[config.mk]
export PLATFORM = sky130hd
export DESIGN_NAME = plugin_pixel_dma
export DESIGN_NICKNAME = d
export VERILOG_FILES = /design/src/rtl/RS5_pkg.sv /design/src/rtl/plugin_pixel_dma.sv
export SDC_FILE = /design/constraint.sdc
export NUM_CORES = 1
export LEC_CHECK = 0
export BUFFER_PORTS_ARGS = -buffer_cell sky130_fd_sc_hd__buf_2
export CAP_MARGIN = 10
export CORE_MARGIN = 10
export CORE_UTILIZATION = 40
export CTS_BUF_LIST = sky130_fd_sc_hd__clkbuf_16
export DETAILED_ROUTE_END_ITERATION = 10
export REMOVE_ABC_BUFFERS = 1
export SLEW_MARGIN = 30
export SYNTH_ARGS = -nofsm -noshare
export SYNTH_HDL_FRONTEND = slang
export SYNTH_SLANG_ARGS = --single-unit
export TNS_END_PERCENT = 10
[constraint.sdc]
create_clock -name clk -period 3.2 [get_ports clk]
set_input_delay 0.64 -clock clk [delete_from_list [all_inputs] [get_ports clk]]
set_output_delay 0.64 -clock clk [all_outputs]
set_load 0.1 [all_outputs]
[src/rtl/RS5_pkg.sv]
// -----------------------------------------------------------------------------
// RS5_pkg
// Shared constants and types for the plugin pixel DMA.
//   - Plugin register map (RGB input, auxiliary, gray output, control/status)
//   - Plugin status bit positions and the start command word
//   - FSM state enumeration used by plugin_pixel_dma
// -----------------------------------------------------------------------------
package RS5_pkg;

    // Plugin register map
    localparam logic [31:0] PL_RGB_ADDR  = 32'h1000_0000;
    localparam logic [31:0] PL_AUX_ADDR  = 32'h1000_0004;
    localparam logic [31:0] PL_GRAY_ADDR = 32'h1000_0008;
    localparam logic [31:0] PL_CSR_ADDR  = 32'h1000_000C;

    // Plugin status word bit positions (read from PL_CSR_ADDR)
    localparam int PL_STAT_BUSY_BIT = 0;
    localparam int PL_STAT_DONE_BIT = 1;

    // Command word that kicks off one conversion
    localparam logic [31:0] PL_CMD_START = 32'h0000_0001;

    // Address step between consecutive pixels (one 32-bit word)
    localparam logic [31:0] WORD_STRIDE = 32'd4;

    typedef enum logic [3:0] {
        IDLE       = 4'd0,
        MEM_RD     = 4'd1,
        MEM_CAP    = 4'd2,
        PL_WR_RGB  = 4'd3,
        PL_START   = 4'd4,
        PL_POLL    = 4'd5,
        PL_RD_GRAY = 4'd6,
        MEM_WR     = 4'd7,
        FINISH     = 4'd8
    } dma_state_t;

    // Only the done bit ends polling; the busy bit carries no information
    // the DMA needs.
    function automatic logic pl_status_done(input logic [31:0] status);
        return status[PL_STAT_DONE_BIT];
    endfunction

endpackage

[src/rtl/plugin_pixel_dma.sv]
// -----------------------------------------------------------------------------
// plugin_pixel_dma
// Streams RGB pixels from data memory through a register-mapped gray-scale
// plugin and writes the results back to memory, one pixel at a time.
//
// Ports
//   clk, reset                  clock, synchronous active-high reset
//   start_i                     one-cycle job start (ignored while busy)
//   src_addr_i, dst_addr_i      word-aligned source / destination base
//   count_i                     number of pixels in the job
//   busy_o, done_o, error_o     job active, completion pulse, sticky timeout
//   processed_o                 pixels written back in current/last job
//   mem_*                       data-memory initiator (read data 1 cycle later)
//   pl_*                        plugin register port (read data same cycle)
//
// All bus outputs are registered: they are decoded from the next state so
// they line up exactly with the state that owns them.
// -----------------------------------------------------------------------------
import RS5_pkg::*;

module plugin_pixel_dma #(
    parameter int POLL_LIMIT = 1024,
    parameter int CNT_W      = 16
) (
    input  logic             clk,
    input  logic             reset,
    input  logic             start_i,
    input  logic [31:0]      src_addr_i,
    input  logic [31:0]      dst_addr_i,
    input  logic [CNT_W-1:0] count_i,
    output logic             busy_o,
    output logic             done_o,
    output logic             error_o,
    output logic [CNT_W-1:0] processed_o,
    output logic             mem_enable_o,
    output logic [3:0]       mem_we_o,
    output logic [31:0]      mem_addr_o,
    output logic [31:0]      mem_data_o,
    input  logic [31:0]      mem_data_i,
    output logic             pl_enable_o,
    output logic [3:0]       pl_we_o,
    output logic [31:0]      pl_addr_o,
    output logic [31:0]      pl_data_o,
    input  logic [31:0]      pl_data_i
);

    localparam int          POLL_W       = $clog2(POLL_LIMIT + 1);
    localparam logic [31:0] POLL_LIMIT_W = 32'(POLL_LIMIT);

    dma_state_t       state_reg, state_next;
    logic [31:0]      src_reg, src_next;
    logic [31:0]      dst_reg, dst_next;
    logic [CNT_W-1:0] count_reg, count_next;
    logic [CNT_W-1:0] processed_reg, processed_next;
    logic [31:0]      pixel_reg, pixel_next;
    logic [31:0]      result_reg, result_next;
    logic [POLL_W-1:0] poll_cnt_reg, poll_cnt_next;
    logic             error_reg, error_next;
    logic             done_reg, done_next;
    logic             busy_reg, busy_next;

    logic             mem_en_reg, mem_en_next;
    logic [3:0]       mem_we_reg, mem_we_next;
    logic [31:0]      mem_addr_reg, mem_addr_next;
    logic [31:0]      mem_data_reg, mem_data_next;
    logic             pl_en_reg, pl_en_next;
    logic [3:0]       pl_we_reg, pl_we_next;
    logic [31:0]      pl_addr_reg, pl_addr_next;
    logic [31:0]      pl_data_reg, pl_data_next;

    logic [31:0]      polls_done;   // polls completed including the current one

    assign polls_done = 32'(poll_cnt_reg) + 32'd1;

    // Next-state and datapath
    always_comb begin
        state_next     = state_reg;
        src_next       = src_reg;
        dst_next       = dst_reg;
        count_next     = count_reg;
        processed_next = processed_reg;
        pixel_next     = pixel_reg;
        result_next    = result_reg;
        poll_cnt_next  = poll_cnt_reg;
        error_next     = error_reg;

        case (state_reg)
            IDLE: begin
                if (start_i) begin
                    src_next       = src_addr_i;
                    dst_next       = dst_addr_i;
                    count_next     = count_i;
                    processed_next = '0;
                    error_next     = 1'b0;
                    state_next     = (count_i != '0) ? MEM_RD : FINISH;
                end
            end
            MEM_RD:    state_next = MEM_CAP;
            MEM_CAP: begin
                pixel_next = mem_data_i;
                state_next = PL_WR_RGB;
            end
            PL_WR_RGB: state_next = PL_START;
            PL_START: begin
                poll_cnt_next = '0;
                state_next    = PL_POLL;
            end
            PL_POLL: begin
                if (pl_status_done(pl_data_i)) begin
                    state_next = PL_RD_GRAY;
                end else if (polls_done >= POLL_LIMIT_W) begin
                    // Plugin never finished: abandon the rest of the job.
                    error_next = 1'b1;
                    state_next = FINISH;
                end else begin
                    poll_cnt_next = poll_cnt_reg + POLL_W'(1);
                end
            end
            PL_RD_GRAY: begin
                result_next = pl_data_i;
                state_next  = MEM_WR;
            end
            MEM_WR: begin
                processed_next = processed_reg + CNT_W'(1);
                src_next       = src_reg + WORD_STRIDE;
                dst_next       = dst_reg + WORD_STRIDE;
                state_next     = (processed_next == count_reg) ? FINISH : MEM_RD;
            end
            FINISH:    state_next = IDLE;
            default:   state_next = IDLE;
        endcase
    end

    // Output decode from the state being entered, so bus signals are
    // registered and valid for the whole cycle spent in that state.
    always_comb begin
        mem_en_next   = 1'b0;
        mem_we_next   = 4'h0;
        mem_addr_next = 32'h0;
        mem_data_next = 32'h0;
        pl_en_next    = 1'b0;
        pl_we_next    = 4'h0;
        pl_addr_next  = 32'h0;
        pl_data_next  = 32'h0;
        busy_next     = (state_next != IDLE);
        // done lands in the cycle after FINISH, when the FSM is back in IDLE
        done_next     = (state_reg == FINISH);

        case (state_next)
            MEM_RD: begin
                mem_en_next   = 1'b1;
                mem_addr_next = src_next;
            end
            MEM_WR: begin
                mem_en_next   = 1'b1;
                mem_we_next   = 4'hF;
                mem_addr_next = dst_next;
                mem_data_next = result_next;
            end
            PL_WR_RGB: begin
                pl_en_next   = 1'b1;
                pl_we_next   = 4'hF;
                pl_addr_next = PL_RGB_ADDR;
                pl_data_next = pixel_next;
            end
            PL_START: begin
                pl_en_next   = 1'b1;
                pl_we_next   = 4'hF;
                pl_addr_next = PL_CSR_ADDR;
                pl_data_next = PL_CMD_START;
            end
            PL_POLL: begin
                pl_en_next   = 1'b1;
                pl_addr_next = PL_CSR_ADDR;
            end
            PL_RD_GRAY: begin
                pl_en_next   = 1'b1;
                pl_addr_next = PL_GRAY_ADDR;
            end
            default: ;
        endcase
    end

    always_ff @(posedge clk) begin
        if (reset) begin
            state_reg     <= IDLE;
            src_reg       <= 32'h0;
            dst_reg       <= 32'h0;
            count_reg     <= '0;
            processed_reg <= '0;
            pixel_reg     <= 32'h0;
            result_reg    <= 32'h0;
            poll_cnt_reg  <= '0;
            error_reg     <= 1'b0;
            done_reg      <= 1'b0;
            busy_reg      <= 1'b0;
            mem_en_reg    <= 1'b0;
            mem_we_reg    <= 4'h0;
            mem_addr_reg  <= 32'h0;
            mem_data_reg  <= 32'h0;
            pl_en_reg     <= 1'b0;
            pl_we_reg     <= 4'h0;
            pl_addr_reg   <= 32'h0;
            pl_data_reg   <= 32'h0;
        end else begin
            state_reg     <= state_next;
            src_reg       <= src_next;
            dst_reg       <= dst_next;
            count_reg     <= count_next;
            processed_reg <= processed_next;
            pixel_reg     <= pixel_next;
            result_reg    <= result_next;
            poll_cnt_reg  <= poll_cnt_next;
            error_reg     <= error_next;
            done_reg      <= done_next;
            busy_reg      <= busy_next;
            mem_en_reg    <= mem_en_next;
            mem_we_reg    <= mem_we_next;
            mem_addr_reg  <= mem_addr_next;
            mem_data_reg  <= mem_data_next;
            pl_en_reg     <= pl_en_next;
            pl_we_reg     <= pl_we_next;
            pl_addr_reg   <= pl_addr_next;
            pl_data_reg   <= pl_data_next;
        end
    end

    assign busy_o       = busy_reg;
    assign done_o       = done_reg;
    assign error_o      = error_reg;
    assign processed_o  = processed_reg;
    assign mem_enable_o = mem_en_reg;
    assign mem_we_o     = mem_we_reg;
    assign mem_addr_o   = mem_addr_reg;
    assign mem_data_o   = mem_data_reg;
    assign pl_enable_o  = pl_en_reg;
    assign pl_we_o      = pl_we_reg;
    assign pl_addr_o    = pl_addr_reg;
    assign pl_data_o    = pl_data_reg;

endmodule
* Word level (Yosys, flattened, before mapping)
Cells that the tools add are included.
** Cells by class
- Bitwise logic cells :: 1
- Multiplexer cells :: 28
- $mul :: 0
- Add/subtract/negate cells :: 5
- Divide/modulo/power cells :: 0
- Equality and inequality tests :: 19
- Shifts and indexed selects :: 0
- Order comparisons :: 1
- Reduce and logical (&&, ||, !) cells :: 15
** Operators by type and width (number)
- one-hot mux 32 bit (2 select lines) :: 4
- 2-to-1 mux 32 bit :: 4
- one-hot mux 29 bit (3 select lines) :: 1
- adder 32 x 3 -> 32 bit (second input constant) :: 2
- equality test 4 x 3 -> 1 bit (second input constant) :: 8
- one-hot mux 16 bit (2 select lines) :: 1
- one-hot mux 4 bit (8 select lines) :: 1
- 2-to-1 mux 4 bit :: 7
- 2-to-1 mux 11 bit :: 2
- one-hot mux 11 bit (2 select lines) :: 1
- adder 16 x 1 -> 16 bit (second input constant) :: 1
- equality test 16 bit :: 1
- 2-to-1 mux 16 bit :: 1
- nonzero test 16 bit :: 1
- adder 11 x 1 -> 12 bit (second input constant) :: 1
- equality test 4 x 2 -> 1 bit (second input constant) :: 3
- greater-or-equal comparator 12 x 11 -> 1 bit (second input constant) :: 1
- adder 11 x 1 -> 11 bit (second input constant) :: 1
- equality test 4 x 1 -> 1 bit (second input constant) :: 2
- inequality test 2 bit (second input constant) :: 4
- OR reduction 2 bit :: 4
- nonzero test 2 bit :: 3
- 2-to-1 mux 1 bit :: 5
- equality test 4 bit (second input constant) :: 1
- 8 further kinds :: 9
** Storage, ports and cells
- Bits in registers :: 316
- Bits in writable memories :: 0
- Memory bits (read-only) :: 0
- Input bits :: 147
- Memories :: 0
- Bits in latches :: 0
- Output and inout port bits :: 157
- Word-level logic and storage cells :: 88

* Longest topological paths before layout
Gate-level depths: netlist of run 1.
- Depth in word-level cells :: 8
- Depth in mapped cells :: 10
- Mapped depth without buffers :: 8

* Least setup slack after synthesis of run 1
OpenSTA, ideal clock, no wires.
- Path type :: reg-to-reg
- From :: register processed_reg[0], in the netlist processed_o[0]
- To :: register mem_addr_reg[31], in the netlist mem_addr_o[31]
- Clock period less this slack :: 3256 ps
- Path slack :: -56 ps
- Data required time :: 3083 ps
- Stages on the path, launching flop included :: 11
- Arrival :: 3139 ps
- Path through :: dfxtp_1 ha_1 buf_6 nand4_1 nor3_1 xnor2_1 nand4_1 o41ai_4 a21boi_2 buf_6 a32o_1
** On the way
- Longest elaborated chain between the ends :: 6
- Elaborated cells between the ends (all ways) :: 7
- Those cells by class :: 1 x add/sub; 3 x eq/ne; 3 x mux
** Ends and longest elaborated chain
- start: declaration :: RTL line plugin_pixel_dma.sv:54 : logic [CNT_W-1:0] processed_reg, processed_next;
- start signal: assignment :: RTL line plugin_pixel_dma.sv:210 : processed_reg <= processed_next;
- adder 16 x 1 -> 16 bit * :: RTL line plugin_pixel_dma.sv:124 : processed_next = processed_reg + CNT_W'(1);
- equality test 16 bit * :: RTL line plugin_pixel_dma.sv:127 : state_next = (processed_next == count_reg) ? FINISH : MEM_RD;
- 2-to-1 mux 4 bit * :: RTL line plugin_pixel_dma.sv:127
- one-hot mux 4 bit (8 select lines) * :: RTL line plugin_pixel_dma.sv:87 : case (state_reg)
- equality test 4 x 3 -> 1 bit or equality test 4 x 1 -> 1 bit (tied branches) :: RTL line plugin_pixel_dma.sv:149 : case (state_next)
- one-hot mux 32 bit (2 select lines) * :: RTL line plugin_pixel_dma.sv:149
- end signal: assignment :: RTL line plugin_pixel_dma.sv:219 : mem_addr_reg <= mem_addr_next;
- end: declaration :: RTL line plugin_pixel_dma.sv:64 : logic [31:0] mem_addr_reg, mem_addr_next;
Mark *: on every way between the ends. The rest lies on a longest branch, timed or not.
A chain may end at the register's enable or synchronous reset.

* Worst setup path after layout of run 1
- From :: register processed_reg[4], in the netlist processed_o[4]
- To :: register mem_addr_reg[20], in the netlist mem_addr_o[20]
Same word-level chain as after synthesis.

==> results of run 1 <==
-- critical path, cell delays in order, from the launching register on --
cell	delay [ns]
dfxtp_1	0.49
nand4_2	0.23
or2_1	0.32
o2bb2ai_1	0.15
o31ai_2	0.33
o41ai_4	0.17
a21boi_2	0.70
buf_12	0.26
o2bb2ai_1	0.14
-- per-stage QoR --
stage / setup slack, ns / hold slack, ns / TNS (ns) / total power, mW / area, µm²
6_report: 0.3066 / 0.3410 / 0 / 7.170 / 12060
5_1_grt: 0.09828 / 0.3127 / 0 / 7.469 / 12060
4_1_cts: 0.3172 / 0.3182 / 0 / 7.235 / 12060
3_5_place_dp: 0.3295 / 0.4571 / 0 / 4.496 / 11270
3_3_place_gp: 0.4144 / 0.4511 / 0 / 4.490 / 11270
2_1_floorplan: -0.6379 / 0.4324 / -38.40 / 4.036 / 9201
-- final cells by class --
cell class,instances,area (µm²)
fillers,2398,12120
multi-input cells,863,4821
flip-flops and latches,218,4364
repair buffers,307,1647
clock buffers,25,625.6
well taps,324,405.4
clock inverters,21,157.7
inverters,10,37.54
-- worst paths after layout --
kind                                       end  depth (start not counted)  slack [ns]
worst min-delay path             pl_data_o[11]                          3        0.34
worst max register to register  mem_addr_o[20]                          8        0.31
worst max-delay path            mem_addr_o[20]                          8        0.31
worst min register to register    pixel_reg[0]                          2        0.47
-- layer usage --
layer / global-route usage [%] / vias up
li1: - / 4622
met2: 32.33 / 293
met4: 5.193 / 2
met1: 25.47 / 4393
met5: 0 / -
met3: 4.272 / 50
-- cells by family after synthesis --
kind of cell	share of synthesized area, %
AOI/OAI and AO/OA	17.56
and+or+nand+nor	25.81
other	0.03841
buffers and inverters	7.215
muxes	0.9356
adders and majority gates	0.5126
xor gates and xnor gates	3.230
DFF	44.70
-- synth_stat cells, types with 11 or more instances --
master and instances:
a21oi_1 82, nor2_1 101, a221oi_1 14, o21ai_0 47, o2bb2ai_1 31, nor4_1 17, nand2_1 201, dfxtp_1 218
buf_4 36, and3_1 12, a31oi_1 22, nand4_1 26, buf_1 18, nand3_1 32, xnor2_1 17, buf_2 11
clkbuf_1 49, nor3_1 87, xor2_1 19
-- power by group --
part / switching, mW / total [mW] / internal, mW
clock network: 1.14 / 2.73 / 1.59
logic: 1.08 / 1.45 / 0.366
registers: 0.130 / 2.99 / 2.86
==> results_dict.tcl, run 1 <==
set metrics [dict create \
    status "finished, final reports clean" \
    yosys_register_bits 218 \
    place_inst 1722 \
    fin_util_pct 49.87 \
    worst_hold_startpoint "mem_data_i[11]" \
    grt_overflow 0 \
    dieArea_um2 31060 \
    rows 57 \
    cts.hold.buffers_added 0 \
    synthArstFlopShare_pct 0 \
    cts_inserted_buffers 25 \
    rsz0062_at_grt "false" \
    hpwlAfterDp_um 23440 \
    drv_cap 0 \
    yosys_warnings 0 \
    syn_avg_cell_area_um2 8.239 \
    synth_edf_count 0 \
    syn_inst 1185 \
    power_density_nw_per_um2 594.7 \
    drt-initial-drc-count 652 \
    drtPass1Iterations 5 \
    clk_pin_slew_worst_paths_ns 0.06 \
    cp.required_ns 3.64 \
    finalCritPeriodShare_pct 90.42 \
    layout_commonest_cell "buf_2" \
    synth_top_area_cell "dfxtp_1" \
    cts-root-buf "clkbuf_16" \
    drv_slew 0 \
    drive_gt1_share_pct 26.04 \
    finalWirelength_um 32360 \
    initial_core_util_pct 40.38 \
    grt_max_degree 99 \
    fin_cells 1768 \
    cts_tree "done" \
    cp-start-kind "register" \
    io_buffer_count 274 \
    highest_layer "met5" \
    synth_top_area_share_pct 44.70 \
    clock_path_buffers 3 \
    synth_area_um2 9763 \
    coreArea_um2 24180 \
    ioPinCount 304 \
    clock_latency_ns 0.52 \
    max-slew-margin-rel_pct 34.28 \
    ir_drop_mv 0.3340 \
    area_delta_synth_final_pct 23.50 \
    grt_pass1_wl_um 50200 \
    cts_setup_buffers 0 \
    most-common-layout-cells "273 x buf_2, 218 x dfxtp_1, 201 x nand2_1" \
    met3_length_um 2133 \
    cp-startpoint "processed_o[4]" \
    h-tree-depth 1 \
    grt_pass1_vias 9135 \
    tightest_slew_ns 0.9858 \
    finalSetupViolations 0 \
    viasPerCell 5.294 \
    end_kind "register" \
    cellLeakagePower_nw 4.981 \
    drc 0 \
    wl_per_cell_um 18.30 \
    fin_nets 1576 \
    synthFlopType "dfxtp_1" \
    vias 9360 \
    hold_path_class "primary input to register" \
    fmax_mhz 345.6 \
    hold_viol 0 \
    yosys-top-cells-area "dfxtp_1 45%, nand2_1 7.7%, nor3_1 4.5%" \
    die_h_um 176.2 \
    die_width_um 176.2 \
    wl_met2_um 15480 \
    timing.setup.critical_path_class "register to register" \
    reg2reg_from "processed_o[4]" \
    synth.distinct_cells 72 \
    drt-met1-wl_um 14020 \
    gp_congestion 0.8544 \
    antenna-diode-count 0 \
    period_needed_ns 2.893 \
    critPathArrivalTime_ns 3.33 \
    fin_skew_ns 0.01448 \
    track_usage_pct 19.64 \
    ys_seq_area_share_pct 44.70 \
    antenna_found_initial 1 \
    clock-sinks 218 \
    ant_nets 0 \
    post_cts_resized 0 \
    critPathMaxFanout 21 \
]
(Power assumes the default switching activity.)
==> run 2, diff against run 1 <==
==> constraint.sdc (replaced) <==
create_clock -name clk -period 3.2 [get_ports clk]
set_input_delay 0.32 -clock clk [delete_from_list [all_inputs] [get_ports clk]]
set_output_delay 0.32 -clock clk [all_outputs]
set_load 0.1 [all_outputs]
==> results_dict.tcl, run 2 (synthesis gave the netlist of run 1 again) <==
set metrics [dict create \
    io_buffer_count 274 \
    r2r-end "mem_addr_o[10]" \
    clk_pin_slew_worst_paths_ns 0.06 \
    initial_core_util_pct 40.38 \
    critical_path.max_stage_delay_ns 0.51 \
    ir_drop_mv 0.3593 \
    power_density_nw_per_um2 604.7 \
    rrSetupSlack_ns 0.28 \
    drt-initial-drc-count 631 \
    most-common-layout-cells "273 x buf_2, 218 x dfxtp_1, 201 x nand2_1" \
    track_usage_pct 19.85 \
    finalSetupViolations 0 \
    cts_tree "done" \
    fin_util_pct 50.71 \
    layout_commonest_cell "buf_2" \
    fill_cells 2366 \
    grt_pass1_wl_um 50540 \
    rows 57 \
    rr_worst_depth 9 \
    fin_nets 1586 \
    hpwlAfterDp_um 23290 \
    multi_input_area_um2 4823 \
    area_delta_synth_final_pct 25.58 \
    end_kind "register" \
    drtPass1Iterations 5 \
    fin_area_um2 12260 \
    finalWirelength_um 32730 \
    crit_family "compound AO/OA/AOI/OAI gates" \
    status "finished, final reports clean" \
    grt_max_degree 75 \
    h-tree-depth 1 \
    fmax_mhz 342.7 \
    clock-sinks 218 \
    cts_setup_buffers 0 \
    drv_cap 0 \
    viasPerCell 5.323 \
    grt_overflow 0 \
    seq_area_um2 4364 \
    cts_inserted_buffers 25 \
    cp.required_ns 3.59 \
    drive_gt1_share_pct 25.96 \
    die_h_um 176.2 \
    coreArea_um2 24180 \
    hold_path_class "primary input to register" \
    clock_latency_ns 0.52 \
    cellLeakagePower_nw 5.063 \
    finalCritPeriodShare_pct 91.18 \
    ioPinCount 304 \
    fin_cells 1778 \
    gp_congestion 0.8404 \
    hold_viol 0 \
    period_needed_ns 2.918 \
    slowest_stage "o41ai_4" \
    critPathArrivalTime_ns 3.30 \
    min_path_cells 3 \
    crit_chain "ha_1 -> nand4_1 -> nor3_1 -> xnor2_1 -> nand4_1 -> o41ai_4 -> a21boi_4 -> buf_4 -> o2bb2ai_1" \
    cp-startpoint "processed_o[0]" \
    timing.setup.critical_path_class "register to register" \
    cp-start-kind "register" \
    drv_slew 0 \
    worst_hold_startpoint "mem_data_i[17]" \
    max-slew-margin-rel_pct 51.62 \
    tightest_slew_ns 0.7202 \
    reg2reg_from "processed_o[0]" \
    grt_pass1_vias 9162 \
    path_common_cell "nand4_1" \
    wl_per_cell_um 18.41 \
    post_dp_cell_area_um2 11310 \
    crit_buf_inv 1 \
    ant_nets 0 \
    fin_skew_ns 0.01839 \
    drc 0 \
    dieArea_um2 31060 \
    clock_path_buffers 3 \
    worstHoldEndpoint "pl_data_o[17]" \
    vias 9465 \
    cts-root-buf "clkbuf_16" \
    antenna_found_initial 3 \
    die_width_um 176.2 \
    rsz0062_at_grt "false" \
    place_inst 1722 \
    critPathMaxFanout 20 \
]
## run 2: changes by cell type in the layout (fill, tap and decap cells not counted), sizes merged
cell,previous run,this run
inv,14,11
clkinv,14,12
diode,0,2
bufinv,2,5
dlygate4sd3,0,10
## run 2: power by group
part | internal (mW) | leakage [nW] | switching [mW] | total, mW
sequential | 2.86 | 1.77 | 0.128 | 2.99
combinational | 0.374 | 2.87 | 1.09 | 1.46
clock | 1.81 | 0.419 | 1.15 | 2.96
total | 5.05 | 5.06 | 2.36 | 7.41
## run 2: worst max-delay path by stage
stage	slack (ns)	endpoint	cells past startpoint
after global placement	0.26	mem_addr_o[4]	9
after detailed placement	0.17	mem_addr_o[10]	8
after global routing	0.04	mem_addr_o[10]	8
after CTS	0.16	mem_addr_o[10]	9
final	0.28	mem_addr_o[10]	9
after floorplan	-0.64	mem_addr_o[13]	7
## run 2: cell type report
cell class	count	share of cell area, %
Inverter	10	0.3062
Multi-Input combinational cell	863	39.34
Sequential cell	218	35.60
Timing Repair Buffer	317	14.55
Antenna cell	2	0.04082
Clock inverter	19	1.755
Tap cell	324	3.306
Clock buffer	25	5.103
## run 2: metrics by stage
step | hold WS, ns | setup TNS, ns | setup slack (ns) | power, mW
after floorplan | 0.3891 | -36.15 | -0.6379 | 4.036
after global placement | 0.4539 | 0 | 0.2640 | 4.486
after detailed placement | 0.4604 | 0 | 0.1680 | 4.492
after CTS | 0.0004323 | 0 | 0.1629 | 7.470
after global routing | 0.008538 | 0 | 0.04280 | 7.708
final | 0.01469 | 0 | 0.2823 | 7.413
## run 2: tightest hold or removal path: stages
cell	delay, ns
buf_2	0.10
nand2_1	0.05
nor3_1	0.03
## run 2: repair_timing
| item | CTS | global route |
|---|---|---|
| endpoints found under the hold margin | 10 | 0 |
| hold buffers | 10 | 0 |
| resized for setup | 0 | 1 |
| setup endpoints to repair | 0 | 20 |
## run 2: per-layer routing
layer	vias to the layer above	wire length [µm]	GRT usage, %
met4	2	841	5.793
met2	299	15690	33.00
met1	4467	14120	25.48
met5	-	18	0
li1	4646	-	-
met3	51	2068	3.994
==> run 3, diff against run 2 <==
ABC_AREA = 1   (was not set)
==> results_dict.tcl, run 3 <==
set metrics [dict create \
    yosys_register_bits 249 \
    area_delta_synth_final_pct 23.54 \
    layout_commonest_cell "nand2_1" \
    timing.setup.critical_path_class "register to register" \
    fill_cells 2912 \
    fin_nets 2022 \
    clock_path_buffers 3 \
    grt_max_degree 121 \
    syn_avg_cell_area_um2 7.323 \
    cts_inserted_buffers 29 \
    ant_nets 0 \
    ys_seq_area_share_pct 42.52 \
    antenna_found_initial 4 \
    synth_edf_count 0 \
    drt-initial-drc-count 656 \
    clock-sinks 249 \
    ir_drop_mv 0.4175 \
    hold_viol 0 \
    viasPerCell 5.042 \
    yosys_warnings 0 \
    rrSetupSlack_ns 0.46 \
    synth.distinct_cells 50 \
    gp_congestion 0.8955 \
    rsz0062_at_grt "false" \
    cts_tree "done" \
    drive_gt1_share_pct 22.55 \
    max-slew-margin-rel_pct 37.72 \
    rows 62 \
    grt_overflow 0 \
    finalCritPeriodShare_pct 85.74 \
    yosys-top-cells-area "dfxtp_1 43%, nand2_1 10%, nor2_1 5.9%" \
    drv_cap 0 \
    most-common-layout-cells "311 x nand2_1, 273 x buf_2, 249 x dfxtp_1" \
    cts-root-buf "clkbuf_16" \
    yosysMostFrequentCell "nand2_1" \
    post_cts_resized 0 \
    synthArstFlopShare_pct 0 \
    h-tree-depth 1 \
    die_width_um 191.2 \
    initial_core_util_pct 40.74 \
    io_buffer_count 274 \
    finalSetupViolations 0 \
    cellLeakagePower_nw 6.527 \
    cts_setup_buffers 0 \
    synth_area_um2 11720 \
    critPathArrivalTime_ns 3.23 \
    synth_commonest_cells "311 x nand2_1, 249 x dfxtp_1, 183 x nor2_1" \
    clk_pin_slew_worst_paths_ns 0.06 \
    grt_pass1_vias 11120 \
    finalWirelength_um 38540 \
    timing.hold.ws_ns 0.02220 \
    synth_top_area_cell "dfxtp_1" \
    synthFlopType "dfxtp_1" \
    fin_util_pct 50.33 \
    power_density_nw_per_um2 630.5 \
    ioPinCount 304 \
    coreArea_um2 28780 \
    cp-start-kind "register" \
    wl_per_cell_um 16.91 \
    track_usage_pct 20.11 \
    grt_pass1_wl_um 60210 \
    report.power.total_mw 9.133 \
    hpwlAfterDp_um 27490 \
    drv_slew 0 \
    drtPass1Iterations 5 \
    fmax_mhz 364.5 \
    fin_skew_ns 0.008844 \
    syn_inst 1601 \
    clock_latency_ns 0.54 \
    cp.required_ns 3.68 \
    end_kind "register" \
    status "finished, final reports clean" \
    synth_top_area_share_pct 42.52 \
    dieArea_um2 36560 \
    die_h_um 191.2 \
    tightest_slew_ns 0.9332 \
    period_needed_ns 2.744 \
    hold_path_class "primary input to register" \
    drc 0 \
    critPathMaxFanout 18 \
    vias 11490 \
    cts.hold.buffers_added 30 \
]
[run 3: cell count changes after synthesis, moves of 15 or more]
cell       delta
nand2_1     +110
o21ai_0      +33
nor2_1       +82
inv_1       +153
mux2i_1      +15
dfxtp_1      +31
xnor2_1      -16
o2bb2ai_1    -31
nand3_1      +64
a31oi_1      -18
nand3_2      +24
or2_2        +29
a221oi_1     +18
nor3_1       -21
[run 3: cells by family after synthesis]
kind of cell	Yosys count	synth area share, %
DFF	249	42.52
AOI/OAI and AO/OA	229	11.58
muxes	23	1.964
adders and majority gates	4	0.4269
other	1	0.03199
and+or+nand+nor	807	32.22
xor gates and xnor gates	7	0.5230
buffers and inverters	281	10.74
[run 3: layout make-up]
class,count,area [µm²],share of cell area (%)
clock inverter,20,201.4,1.391
sequential,249,4985,34.42
tap,384,480.5,3.317
clock buffer,29,725.7,5.010
timing repair buffer,321,1834,12.66
inverter,171,641.9,4.432
multi-input combinational,1099,5600,38.67
antenna,6,15.01,0.1037
[run 3: critical path, cell delays in order, from the launching register on]
cell     delay (ns)
dfxtp_1        0.45
ha_1           0.27
nand2_2        0.09
nor2_4         0.20
nand4_1        0.15
nand2_1        0.11
nand2_1        0.06
nand2_1        0.07
inv_1          0.04
nand2_1        0.05
nor2_1         0.04
nand3_2        0.09
nand2_4        0.07
a21oi_4        0.58
buf_16         0.24
nand3_2        0.07
nand2_1        0.09
[run 3: power by group]
| part | total, mW | leakage [nW] | internal, mW | switching, mW |
|---|---|---|---|---|
| Sequential | 3.56 | 2.02 | 3.35 | 0.205 |
| Combinational | 2.29 | 4.03 | 0.565 | 1.73 |
| Clock | 3.28 | 0.468 | 1.96 | 1.33 |
| Total | 9.13 | 6.53 | 5.88 | 3.26 |
[run 3: worst paths after layout]
path	startpoint	to	depth (start not counted)
min reg2reg	count_reg[2]	count_reg[2]	2
min	mem_data_i[19]	pl_data_o[19]	3
max reg2reg	processed_o[0]	mem_addr_o[12]	16
max	processed_o[0]	mem_addr_o[12]	16
[run 3: per-layer routing]
metal  vias up  GRT usage (%)  wire length (µm)
met4         0          5.980               944
met3        52          3.444              2503
met2       374          34.82             19010
met5         -              0                 0
li1       5785              -                 -
met1      5280          24.99             16080
[run 3: per-stage QoR]
step                setup WS [ns]  area, µm²  cells  setup TNS (ns)
detailed placement         0.4773      13240   2194               0
CTS                        0.4551      14470   2273               0
global route               0.1967      14480   2277               0
global placement           0.2983      13210   2193               0
floorplan                  -2.728      11210   1519         -224.22
finish                     0.4563      14480   2279               0
